[src/rtl/microgreen_feature_packer.sv]
// Averages four sensor channels, quantizes each mean to 4 bits and hands the packed word to the BNN classifier.
// Optional build macro MICROGREEN_FEATURE_ROUND_EN selects round-to-nearest (saturating) instead of truncation.

module microgreen_feature_lane #(
    parameter int SAMPLE_BITS = 8,
    parameter int AVG_LOG2    = 2
) (
    input  logic                   clk,
    input  logic                   rst,
    input  logic                   i_clr,
    input  logic                   i_inc,
    input  logic [SAMPLE_BITS-1:0] i_data,
    output logic                   o_full,
    output logic [3:0]             o_q
);
    localparam int AW = SAMPLE_BITS + AVG_LOG2;
    localparam int CW = AVG_LOG2 + 1;
    localparam int NS = 1 << AVG_LOG2;
    localparam int SH = AVG_LOG2 + SAMPLE_BITS - 4;

    logic [AW-1:0] r_acc;
    logic [CW-1:0] r_cnt;
    logic          r_full;

    always_ff @(posedge clk or posedge rst) begin
        if (rst) begin
            r_acc  <= '0;
            r_cnt  <= '0;
            r_full <= 1'b0;
        end else if (i_clr) begin
            r_acc  <= '0;
            r_cnt  <= '0;
            r_full <= 1'b0;
        end else if (i_inc && !r_full) begin
            r_acc  <= r_acc + AW'(i_data);
            r_cnt  <= r_cnt + 1'b1;
            r_full <= (r_cnt == CW'(NS - 1));
        end
    end

    assign o_full = r_full;

`ifdef MICROGREEN_FEATURE_ROUND_EN
    // Extra adder bit keeps the carry so a full-scale mean saturates instead of wrapping to 0.
    localparam logic [AW:0] HALF = {{AW{1'b0}}, 1'b1} << (SH - 1);
    logic [AW:0] w_sum;
    logic [4:0]  w_rq;
    assign w_sum = {1'b0, r_acc} + HALF;
    assign w_rq  = 5'(w_sum >> SH);
    assign o_q   = w_rq[4] ? 4'hF : w_rq[3:0];
`else
    assign o_q = 4'(r_acc >> SH);
`endif
endmodule

module microgreen_feature_packer #(
    parameter int SAMPLE_BITS = 8,
    parameter int AVG_LOG2    = 2
) (
    input  logic                   clk,
    input  logic                   rst,
    input  logic                   s_valid,
    output logic                   s_ready,
    input  logic [1:0]             s_channel,
    input  logic [SAMPLE_BITS-1:0] s_data,
    output logic                   f_valid,
    input  logic                   f_ready,
    output logic [15:0]            f_features,
    output logic [7:0]             frame_cnt,
    output logic                   busy
);
    typedef enum logic [1:0] {COLLECT, PACK, OUTPUT} state_t;

    state_t          r_state, w_next;
    logic            r_f_valid;
    logic [15:0]     r_features;
    logic [7:0]      r_frame_cnt;
    logic [3:0]      w_full;
    logic [3:0][3:0] w_q;
    logic            w_accept;
    logic            w_hs;

    // Only input-to-output path: ready depends on the requested channel.
    assign s_ready  = (r_state == COLLECT) && !w_full[s_channel];
    assign w_accept = s_valid && s_ready;
    assign w_hs     = r_f_valid && f_ready;

    for (genvar g = 0; g < 4; g++) begin : g_lane
        microgreen_feature_lane #(
            .SAMPLE_BITS(SAMPLE_BITS),
            .AVG_LOG2   (AVG_LOG2)
        ) u_lane (
            .clk   (clk),
            .rst   (rst),
            .i_clr (w_hs),
            .i_inc (w_accept && (s_channel == 2'(g))),
            .i_data(s_data),
            .o_full(w_full[g]),
            .o_q   (w_q[g])
        );
    end

    always_ff @(posedge clk or posedge rst) begin
        if (rst) r_state <= COLLECT;
        else     r_state <= w_next;
    end

    always_comb begin
        w_next = r_state;
        case (r_state)
            COLLECT: if (&w_full) w_next = PACK;
            PACK:    w_next = OUTPUT;
            OUTPUT:  if (f_ready) w_next = COLLECT;
            default: w_next = COLLECT;
        endcase
    end

    always_ff @(posedge clk or posedge rst) begin
        if (rst) begin
            r_f_valid   <= 1'b0;
            r_features  <= '0;
            r_frame_cnt <= '0;
        end else if (r_state == PACK) begin
            r_f_valid  <= 1'b1;
            r_features <= {w_q[3], w_q[2], w_q[1], w_q[0]};
        end else if (w_hs) begin
            r_f_valid   <= 1'b0;
            r_frame_cnt <= r_frame_cnt + 8'd1;
        end
    end

    assign f_valid    = r_f_valid;
    assign f_features = r_features;
    assign frame_cnt  = r_frame_cnt;
    assign busy       = (r_state != COLLECT);
endmodule
[config.mk]
export PLATFORM = sky130hd
export DESIGN_NAME = microgreen_feature_packer
export DESIGN_NICKNAME = d
export VERILOG_FILES = /design/src/rtl/microgreen_feature_packer.sv
export SDC_FILE = /design/constraint.sdc
export NUM_CORES = 1
export LEC_CHECK = 0
export ABC_AREA = 1
export CORE_ASPECT_RATIO = 0.6
export CORE_MARGIN = 1
export CORE_UTILIZATION = 23
export CTS_BUF_LIST = sky130_fd_sc_hd__clkbuf_8
export CTS_CLUSTER_SIZE = 40
export DETAILED_ROUTE_END_ITERATION = 7
export PLACE_DENSITY = 0.41
export SETUP_SLACK_MARGIN = 0.4
export SYNTH_ARGS = -nofsm -noshare
export SYNTH_HDL_FRONTEND = slang
export SYNTH_SLANG_ARGS = --single-unit
[constraint.sdc]
create_clock -name clk -period 2.93 [get_ports clk]
set_clock_uncertainty 0.05 [all_clocks]
set_input_delay 0.879 -clock clk [delete_from_list [all_inputs] [get_ports clk]]
set_output_delay 0.879 -clock clk [all_outputs]
set_load 0.02 [all_outputs]
* Word-level counts from Yosys, hierarchy flattened *
Index checks and enable logic that the tools add are counted.

cells by class
  bitwise logic cells = 1
  mux-type cells = 31
  multipliers = 0
  magnitude comparators = 1
  reduce and logical (&&, ||, !) cells = 27
  equal/unequal tests = 11
  divide/modulo/power cells = 0
  shifts and indexed selects = 0
  $add $sub $neg = 9

operators with widths
  kind                                                                      count
  10-bit 2-to-1 mux                                                         8
  10-bit by 8-bit adder with 10-bit output                                  4
  3-bit 2-to-1 mux                                                          8
  3-bit by 1-bit adder with 3-bit output (second input constant)            4
  3-bit by 2-bit equality test with 1-bit output (second input constant)    4
  2-bit nonzero test                                                        6
  1-bit logical AND                                                         11
  1-bit 2-to-1 mux                                                          11
  8-bit by 1-bit adder with 8-bit output (second input constant)            1
  2-bit equality test (second input constant)                               3
  2-bit case mux with 3 select lines                                        1
  1-bit zero test                                                           5
  2-bit by 1-bit equality test with 1-bit output (second input constant)    2
  2-bit zero test                                                           2
  2-bit 2-to-1 mux                                                          2
  2-bit AND reduction                                                       2
  4-bit AND reduction                                                       1
  2-bit by 3-bit < comparator with 1-bit output (second input constant)     1
  1-bit binary-select mux with 2-bit select                                 1
  2-bit by 1-bit inequality test with 1-bit output (second input constant)  1
  2-bit inequality test (second input constant)                             1
  1-bit NOT                                                                 1

storage, ports and cells
  logic and storage cells = 96
  input port bits = 14
  ROM bits = 0
  bits in latches = 0
  memories kept = 0
  flip-flop bits (word level) = 83
  RAM bits = 0

* Depth between registers and ports, before layout *
Gate-level depths: netlist (run 1).

  depth after elaboration = 9
  mapped depth = 10
  depth with buffers taken out = 10

* Modules after synthesis *
From an unflattened synthesis (run 1), not the netlist that was laid out.

unflattened totals
  cell total of the unflattened synthesis = 652
  area total of the unflattened synthesis = 5,358.9 um2

by module, submodules not included
  module                                          seq. area each (um2)  cells an instance  area an instance (um2)  instances
  microgreen_feature_lane (g_lane[0].u_lane ...)  350.3                 133                1,028.5                 3
  microgreen_feature_packer                       675.6                 120                1,252.5                 1
  microgreen_feature_lane (g_lane[1].u_lane)      350.3                 133                1,021.0                 1

* Worst setup path after synthesis (run 1) *
No wires, ideal clock.

  path type = input-to-output
  from = in s_channel[0]
  to = out s_ready
  data arrival time = 1.580 ns
  setup slack = 0.421 ns
  stages on the path = 4
  path through = inv_1 nand2_4 nor2_4 nor3_1

between the ends
  longest elaborated chain between the ends = 4

ends and longest elaborated chain
  item                                       line  RTL
  from (decl)                                64    input logic [1:0] s_channel,
  1-bit binary-select mux with 2-bit select  84    assign s_ready = (r_state == COLLECT) && !w_full[s_channel];
  1-bit 2-to-1 mux (implied by the code)     84
  1-bit zero test                            84
  1-bit logical AND                          84
  to (decl)                                  63    output logic s_ready,

Every way passes these cells. The select of a mux whose other input is x is not followed.

* Worst setup path after layout (run 1) *
  from = in s_data[0]
  to = reg g_lane[3].u_lane.r_acc[8]

between the ends
  longest elaborated chain between the ends = 3

ends and longest elaborated chain
  item                                      line  RTL
  from (decl)                               65    input logic [SAMPLE_BITS-1:0] s_data,
  10-bit by 8-bit adder with 10-bit output  35    r_acc <= r_acc + AW'(i_data);
  10-bit 2-to-1 mux                         34    end else if (i_inc && !r_full) begin
  10-bit 2-to-1 mux                         30    end else if (i_clr) begin
  to (signal assigned)                      35
  to (decl)                                 21    logic [AW-1:0] r_acc;

Every way passes these cells. The select of a mux whose other input is x is not followed.
A chain may end at the register's enable or synchronous reset.

==> metrics.md, run 1 <==
| Metric | Value |
|---|---|
| Area leader, netlist | `dfrtp_1` |
| Hold Path Class | `reg -> reg` |
| Post-route setup TNS | `0 ps` |
| Core area | `0.0214 mm^2` |
| Die area | `0.0230 mm^2` |
| Setup-failing EPs final | `0` |
| Post-synth design cell area | `0.00514 mm^2` |
| Antenna diodes | `0` |
| Max-cap violations | `0` |
| Worst setup SP type | `input pin` |
| Period minus WS final | `2470 ps` |
| Post-synth EDFFs | `0` |
| RSZ-0062 raised after global routing | `true` |
| Antenna violation net count after detailed routing | `0` |
| Root Buffer | `clkbuf_8` |
| Via count | `4386` |
| Top-area cell type share of the netlist area | `0.404` |
| Area growth syn-to-layout | `26.2%` |
| Commonest cells post-synth | `nand2_1 (236), dfrtp_1 (83), inv_1 (66), nand3_1 (48), ha_1 (41)` |
| Warnings from Yosys | `0` |
| Crit path capture type | `flip-flop` |
| Main synth FF type | `dfrtp_1` |
| H-tree lvl count | `3` |
| Final #Nets | `789` |
| Register area | `0.00208 mm^2` |
| Post-DR vias/cell | `4.33` |
| Post-synth net total | `705` |
| HPWL after DPL | `10.6 mm` |
| Yosys cell types | `26` |
| Worst hold start | `f_features[1]$_DFFE_PP0P_` |
| CTS tree | `done` |
| WHS Endpoint | `f_features[1]$_DFFE_PP0P_` |
| Clock buffer depth | `2` |
| Final hold violation count | `0` |
| Clock Sinks | `83` |
| Fmax | `405 MHz` |
| Ports | `41` |
| R2R cell count | `10` |
| Post-DR wirelength/cell | `13.3 um` |
| DRT iter0 DRCs | `136` |
| Num rows | `41` |
| Worst Path Arrival | `2680 ps` |
| Syn Inst Count | `646` |
| PwrDens | `852 mW/mm^2` |
| Critical path required time | `3140 ps` |
| Leak | `3.32 nW` |
| Total CTS buffers | `9` |
| Die Wd | `195 um` |
| Slew @ Worst Pin | `734 ps` |
| Clk slew on worst S/H paths | `80 ps` |
| Pre-CTS WS | `-453 ps` |
| Most common cell in the synthesized netlist | `nand2_1` |
| DRT Wirelength | `13.5 mm` |
| Vias in the first global route | `4566` |
| Footprint of the multi-input gates | `0.00284 mm^2` |
| Top post-synthesis cells by area | `dfrtp_1 (40%), nand2_1 (17%), ha_1 (10%), inv_1 (4.8%), o21ai_2 (4.8%)` |
| Placer congestion estimate | `0.856` |
| Async SR Flop Fraction | `1.00` |
| Final Max Slew Viols | `0` |
| Slew HR | `0.510` |
| Placed inst area | `0.00616 mm^2` |
| Initial Util | `0.240` |
| Total track usage | `0.127` |
| Worst skew pair latency | `370 ps` |
| Hold Path Depth | `2` |
| Post-synthesis sequential area ratio | `0.404` |
| Critical path peak fanout | `4` |
| Filler cells | `2292` |
| Final period utilization | `0.843` |
| Share of cells above drive strength 1 | `0.163` |
| Worst Hold Slack | `434 ps` |
| Pin count of the biggest net entering global routing | `51` |
| # hold bufs at CTS | `0` |
| Post-route design area | `0.00648 mm^2` |
| IO Port Bufs | `40` |
| Die H | `118 um` |
| Drt pass-1 iters | `4` |
| Initial antenna violation count | `0` |
| Global route overflow | `0` |
| Critical R2R Launch | `g_lane[3].u_lane.o_full$_DFFE_PP0P_` |
| DRC violations left | `0` |
| #FFs+latches synth | `83` |
| Worst VDD drop | `0.279 mV` |
| WS Path Type | `in -> reg` |
| R2R Path End | `g_lane[3].u_lane.r_acc[2]$_DFFE_PP0P_` |
| Status | `finished, final reports clean` |
| First-pass GRT wire length | `23.1 mm` |
| Worst setup margin | `459 ps` |
| FF-to-FF setup slack | `940 ps` |
| Avg Inst Size Synth | `7.95 um^2` |
layout by cell type (no fill, tap or decap), types with 2 or more instances in the layout:
master,netlist,routed
nand2_1,236,235
xnor2_1,16,16
nand3_1,48,45
o21ai_2,28,32
nand2_4,5,5
buf_2,2,2
buf_6,0,4
fa_2,0,4
dfrtp_1,83,83
clkinv_1,2,2
o21ai_0,14,8
nor2_4,6,6
xor2_1,7,7
nand3_2,0,3
nand4_1,8,8
ha_1,41,36
dlymetal6s2s_1,0,2
a21boi_0,4,4
o21ai_1,0,2
bufinv_16,0,2
nand3b_1,4,4
clkbuf_8,0,10
buf_4,1,35
clkdlybuf4s50_1,0,34
ha_2,0,4
inv_1,66,66
nor2_1,40,40
a21oi_1,22,21
buf_12,0,2
inv_2,1,2
metal layers:
metal  up-vias  global-route usage  wire length (um)
li1       2232                   -                 -
met1      2095               0.184              7250
met2        47               0.192              5690
met3        12              0.0287               461
met4         0              0.0231               113
met5         -                   0                 0
worst max-delay path: stages:
cell and delay (ps):
clkdlybuf4s50_1 470, buf_6 140, ha_2 190, inv_1 50, fa_2 350, o21ai_2 120, buf_4 130, nand2_1 60
nand3_2 80, nand3_1 90, nand2_1 80, nor2_1 30
stage by stage:
| stage | power [W] | util | std cells |
|---|---|---|---|
| 2_1_floorplan | 0.00374 | - | 646 |
| 3_3_place_gp | 0.00445 | 0.287 | 995 |
| 3_5_place_dp | 0.00451 | 0.287 | 995 |
| 4_1_cts | 0.00550 | 0.298 | 1012 |
| 5_1_grt | 0.00609 | 0.302 | 1014 |
| 6_report | 0.00552 | 0.302 | 1014 |
logic make-up (layout without fill, tap and decap cells):
family                   count (synthesis)  after routing  share of synthesized area
AND/OR/NAND/NOR                        350            350                      0.293
flip-flops                              83             83                      0.404
buffers and inverters                   76            165                     0.0567
AO/OA/AOI/OAI                           68             68                     0.0887
adder cells (fa/ha/maj)                 45             45                      0.115
XOR/XNOR                                23             23                     0.0392
multiplexers                             1              1                    0.00219
final cells by class:
cell class | instances | share of cell area
clock buffers | 10 | 0.0212
inverters | 69 | 0.0405
flip-flops and latches | 83 | 0.320
repair buffers | 80 | 0.113
well taps | 279 | 0.0539
multi-input cells | 487 | 0.439
clock inverters | 6 | 0.0125
flip-flops by register name, summed over array words and instances (netlist names):
name and flops:
f_features 16, f_valid 1, frame_cnt 8, g_lane.u_lane.o_full 4, g_lane.u_lane.r_acc 40, g_lane.u_lane.r_cnt 12
r_state 2
worst max-delay path by stage:
| stage | from | cells past startpoint | slack [ps] | to |
|---|---|---|---|---|
| 5_1_grt | s_data[0] | 12 | 350 | g_lane[3].u_lane.r_acc[8]$_DFFE_PP0P_ |
| 3_3_place_gp | s_channel[1] | 6 | -410 | s_ready |
| 6_report | s_data[0] | 12 | 460 | g_lane[3].u_lane.r_acc[8]$_DFFE_PP0P_ |
| 2_1_floorplan | s_channel[0] | 4 | 420 | s_ready |
| 3_5_place_dp | s_channel[1] | 6 | -450 | s_ready |
| 4_1_cts | s_data[0] | 12 | 410 | g_lane[2].u_lane.r_acc[8]$_DFFE_PP0P_ |
timing repair:
item                                    in CTS  in global routing
endpoints found under the setup margin      10                 13
setup buffers                                1                  2
pin swaps                                    4                  5
gates resized for setup                     25                 23
hold endpoints to repair                     0                  0
power breakdown:
| group | internal (W) | leakage (nW) | switching (W) |
|---|---|---|---|
| Sequential | 0.00154 | 1.07 | 0.000302 |
| Clock | 0.000498 | 0.119 | 0.000451 |
| Combinational | 0.00120 | 2.13 | 0.00154 |
Note: power is estimated with default switching activity, not from simulation.
==> run 2: changes to the inputs <==
==> constraint.sdc (replaced) <==
create_clock -name clk -period 2.2 [get_ports clk]
set_clock_uncertainty 0.05 [all_clocks]
set_input_delay 0.66 -clock clk [delete_from_list [all_inputs] [get_ports clk]]
set_output_delay 0.66 -clock clk [all_outputs]
set_load 0.02 [all_outputs]
==> metrics.md, run 2 (synthesis results as in run 1) <==
| Metric | Value |
|---|---|
| Final hold violation count | `0 (unchanged)` |
| Filler cells | `2168 (was 2292)` |
| Largest register FFs | `40 (unchanged)` |
| Global route overflow | `0 (unchanged)` |
| Via count | `4768 (was 4386)` |
| Slew @ Worst Pin | `474 ps (was 734 ps)` |
| Top reg by flops | `g_lane.u_lane.r_acc (unchanged)` |
| Post-DR vias/cell | `4.35 (was 4.33)` |
| Worst setup SP type | `input pin (unchanged)` |
| Clock Power Share | `0.126 (was 0.172)` |
| Setup-failing EPs final | `0 (unchanged)` |
| Seq pwr share | `0.301 (was 0.334)` |
| Worst VDD drop | `0.349 mV (was 0.279 mV)` |
| Period minus WS final | `2010 ps` |
| First-pass GRT wire length | `24.6 mm (was 23.1 mm)` |
| Num rows | `41 (unchanged)` |
| Final Max Slew Viols | `0 (unchanged)` |
| Die area | `0.0230 mm^2 (unchanged)` |
| FF-to-FF setup slack | `340 ps (was 940 ps)` |
| Met1 wire length | `8.14 mm (was 7.25 mm)` |
| Clock buffer depth | `2 (unchanged)` |
| Slew HR | `0.683 (was 0.510)` |
| Placer congestion estimate | `0.818 (was 0.856)` |
| Hold Path Class | `reg -> reg (unchanged)` |
| Worst Path Arrival | `1300 ps (was 2680 ps)` |
| Final #Nets | `871 (was 789)` |
| Tot Pwr | `0.00864 W (was 0.00552 W)` |
| Max-cap violations | `0 (unchanged)` |
| Initial antenna violation count | `0 (unchanged)` |
| Commonest non-fill, non-tap cell in the layout | `nand2_1 (unchanged)` |
| Sw power | `0.00368 W (was 0.00229 W)` |
| IO Port Bufs | `40 (unchanged)` |
| WS Path Type | `in -> out (was in -> reg)` |
| Critical path required time | `1490 ps (was 3140 ps)` |
| CTS tree | `done (unchanged)` |
| Vias in the first global route | `4800 (was 4566)` |
| H-tree lvl count | `3 (unchanged)` |
| Pin count of the biggest net entering global routing | `23 (was 51)` |
| Share of cells above drive strength 1 | `0.427 (was 0.163)` |
| DRT iter0 DRCs | `163 (was 136)` |
| Antenna diodes | `0 (unchanged)` |
| DRT Wirelength | `15.4 mm (was 13.5 mm)` |
| Total CTS buffers | `9 (unchanged)` |
| Comb pwr share | `0.573 (was 0.495)` |
| Initial Util | `0.240 (unchanged)` |
| Root Buffer | `clkbuf_8 (unchanged)` |
| Area growth syn-to-layout | `52.8% (was 26.2%)` |
| Met3 Routed Length | `355 um (was 461 um)` |
| Clk slew on worst S/H paths | `90 ps (was 80 ps)` |
| Antenna violation net count after detailed routing | `0 (unchanged)` |
| HPWL after DPL | `11.4 mm (was 10.6 mm)` |
| DR WL met2 | `6.73 mm (was 5.69 mm)` |
| Final period utilization | `0.913` |
| DRC violations left | `0 (unchanged)` |
| Fmax | `498 MHz` |
| Core area | `0.0214 mm^2 (unchanged)` |
| Ports | `41 (unchanged)` |
| Leak | `3.84 nW (was 3.32 nW)` |
| Die H | `118 um (unchanged)` |
| Status | `finished, final reports clean (unchanged)` |
| Critical path peak fanout | `4 (unchanged)` |
| Top sig layer | `met4 (unchanged)` |
| PwrDens | `1100 mW/mm^2 (was 852 mW/mm^2)` |
| Total track usage | `0.137 (was 0.127)` |
| Internal Dissipation | `0.00497 W (was 0.00324 W)` |
| RSZ-0062 raised after global routing | `true (unchanged)` |
| Most frequent cells in the layout | `nand2_1 (199), buf_4 (94), dfrtp_1 (83) (was nand2_1 (235), dfrtp_1 (83), inv_1 (66))` |
| Drt pass-1 iters | `4 (unchanged)` |
| Clock Sinks | `83 (unchanged)` |
| Post-DR wirelength/cell | `14.0 um (was 13.3 um)` |
| Crit path capture type | `primary output (was flip-flop)` |
| Sw frac | `0.426 (was 0.414)` |
| Die Wd | `195 um (unchanged)` |
| Worst skew pair latency | `370 ps (about the same)` |
| Worst Hold Slack | `432 ps (was 434 ps)` |
-- run 2: changes by cell type in the layout (fill, tap and decap cells not counted), moves of 14 or more --
| cell | change |
|---|---|
| clkdlybuf4s50_1 | -33 |
| nand2_2 | +31 |
| ha_4 | +25 |
| ha_1 | -21 |
| nand3_1 | -20 |
| buf_4 | +59 |
| nand2_1 | -36 |
| a21oi_1 | -14 |
| inv_1 | -15 |
| nand3_2 | +20 |
| buf_6 | +19 |
-- run 2: what timing repair did --
action | CTS | global route
buffers inserted | 18 | 21
resized for setup | 160 | 118
cloned | 0 | 2
hold buffers | 0 | 0
pin swaps | 32 | 60
setup endpoints to repair | 83 | 74
-- run 2: through the flow --
stage	setup slack (ps)	utilization	instances	TNS (ps)	instance area [um^2]
after floorplan	362	-	646	0	5240
after global placement	-717	0.310	1039	-23190	6640
after detailed placement	-748	0.310	1039	-26190	6640
after CTS	168	0.344	1073	0	7380
after global routing	118	0.366	1096	0	7850
final	192	0.366	1096	0	7850
-- run 2: worst max-delay path, cell delays in order --
cell	delay (ps)
buf_2	140
inv_4	50
nand2_4	70
nor2_4	50
nor3_4	180
buf_6	140
-- run 2: worst paths after layout --
check	start	endpoint	cells past startpoint
min in group asynchronous	rst	g_lane[0].u_lane.r_acc[7]$_DFFE_PP0P_	2
hold reg to reg	frame_cnt[7]$_DFFE_PP0P_	frame_cnt[7]$_DFFE_PP0P_	1
setup / recovery	s_channel[0]	s_ready	6
setup reg to reg	g_lane[3].u_lane.o_full$_DFFE_PP0P_	g_lane[1].u_lane.r_acc[2]$_DFFE_PP0P_	9
max in group asynchronous	rst	g_lane[1].u_lane.r_acc[1]$_DFFE_PP0P_	3
hold / removal	frame_cnt[7]$_DFFE_PP0P_	frame_cnt[7]$_DFFE_PP0P_	1
-- run 2: area by class of cell --
type | count | area (um^2) | share of cell area
Sequential cell | 83 | 2080 | 0.265
Clock inverter | 6 | 47.5 | 0.00606
Timing Repair inverter | 2 | 15.0 | 0.00191
Inverter | 69 | 289 | 0.0368
Multi-Input combinational cell | 487 | 3520 | 0.449
Timing Repair Buffer | 160 | 1410 | 0.180
Clock buffer | 10 | 138 | 0.0175
Tap cell | 279 | 349 | 0.0445
-- run 2: layer usage --
metal	track usage	vias up
li1	-	2408
met1	0.193	2309
met2	0.218	40
met3	0.0289	11
met4	0.0256	0
met5	0	-
-- run 2: power groups by stage --
stage	Sequential [W]	Clock, W	Combinational, W
final	0.00260	0.00109	0.00495
after floorplan	0.00244	0	0.00264
after global placement	0.00248	0	0.00386
after global routing	0.00268	0.00120	0.00555
after CTS	0.00255	0.00114	0.00453
after detailed placement	0.00249	0	0.00397
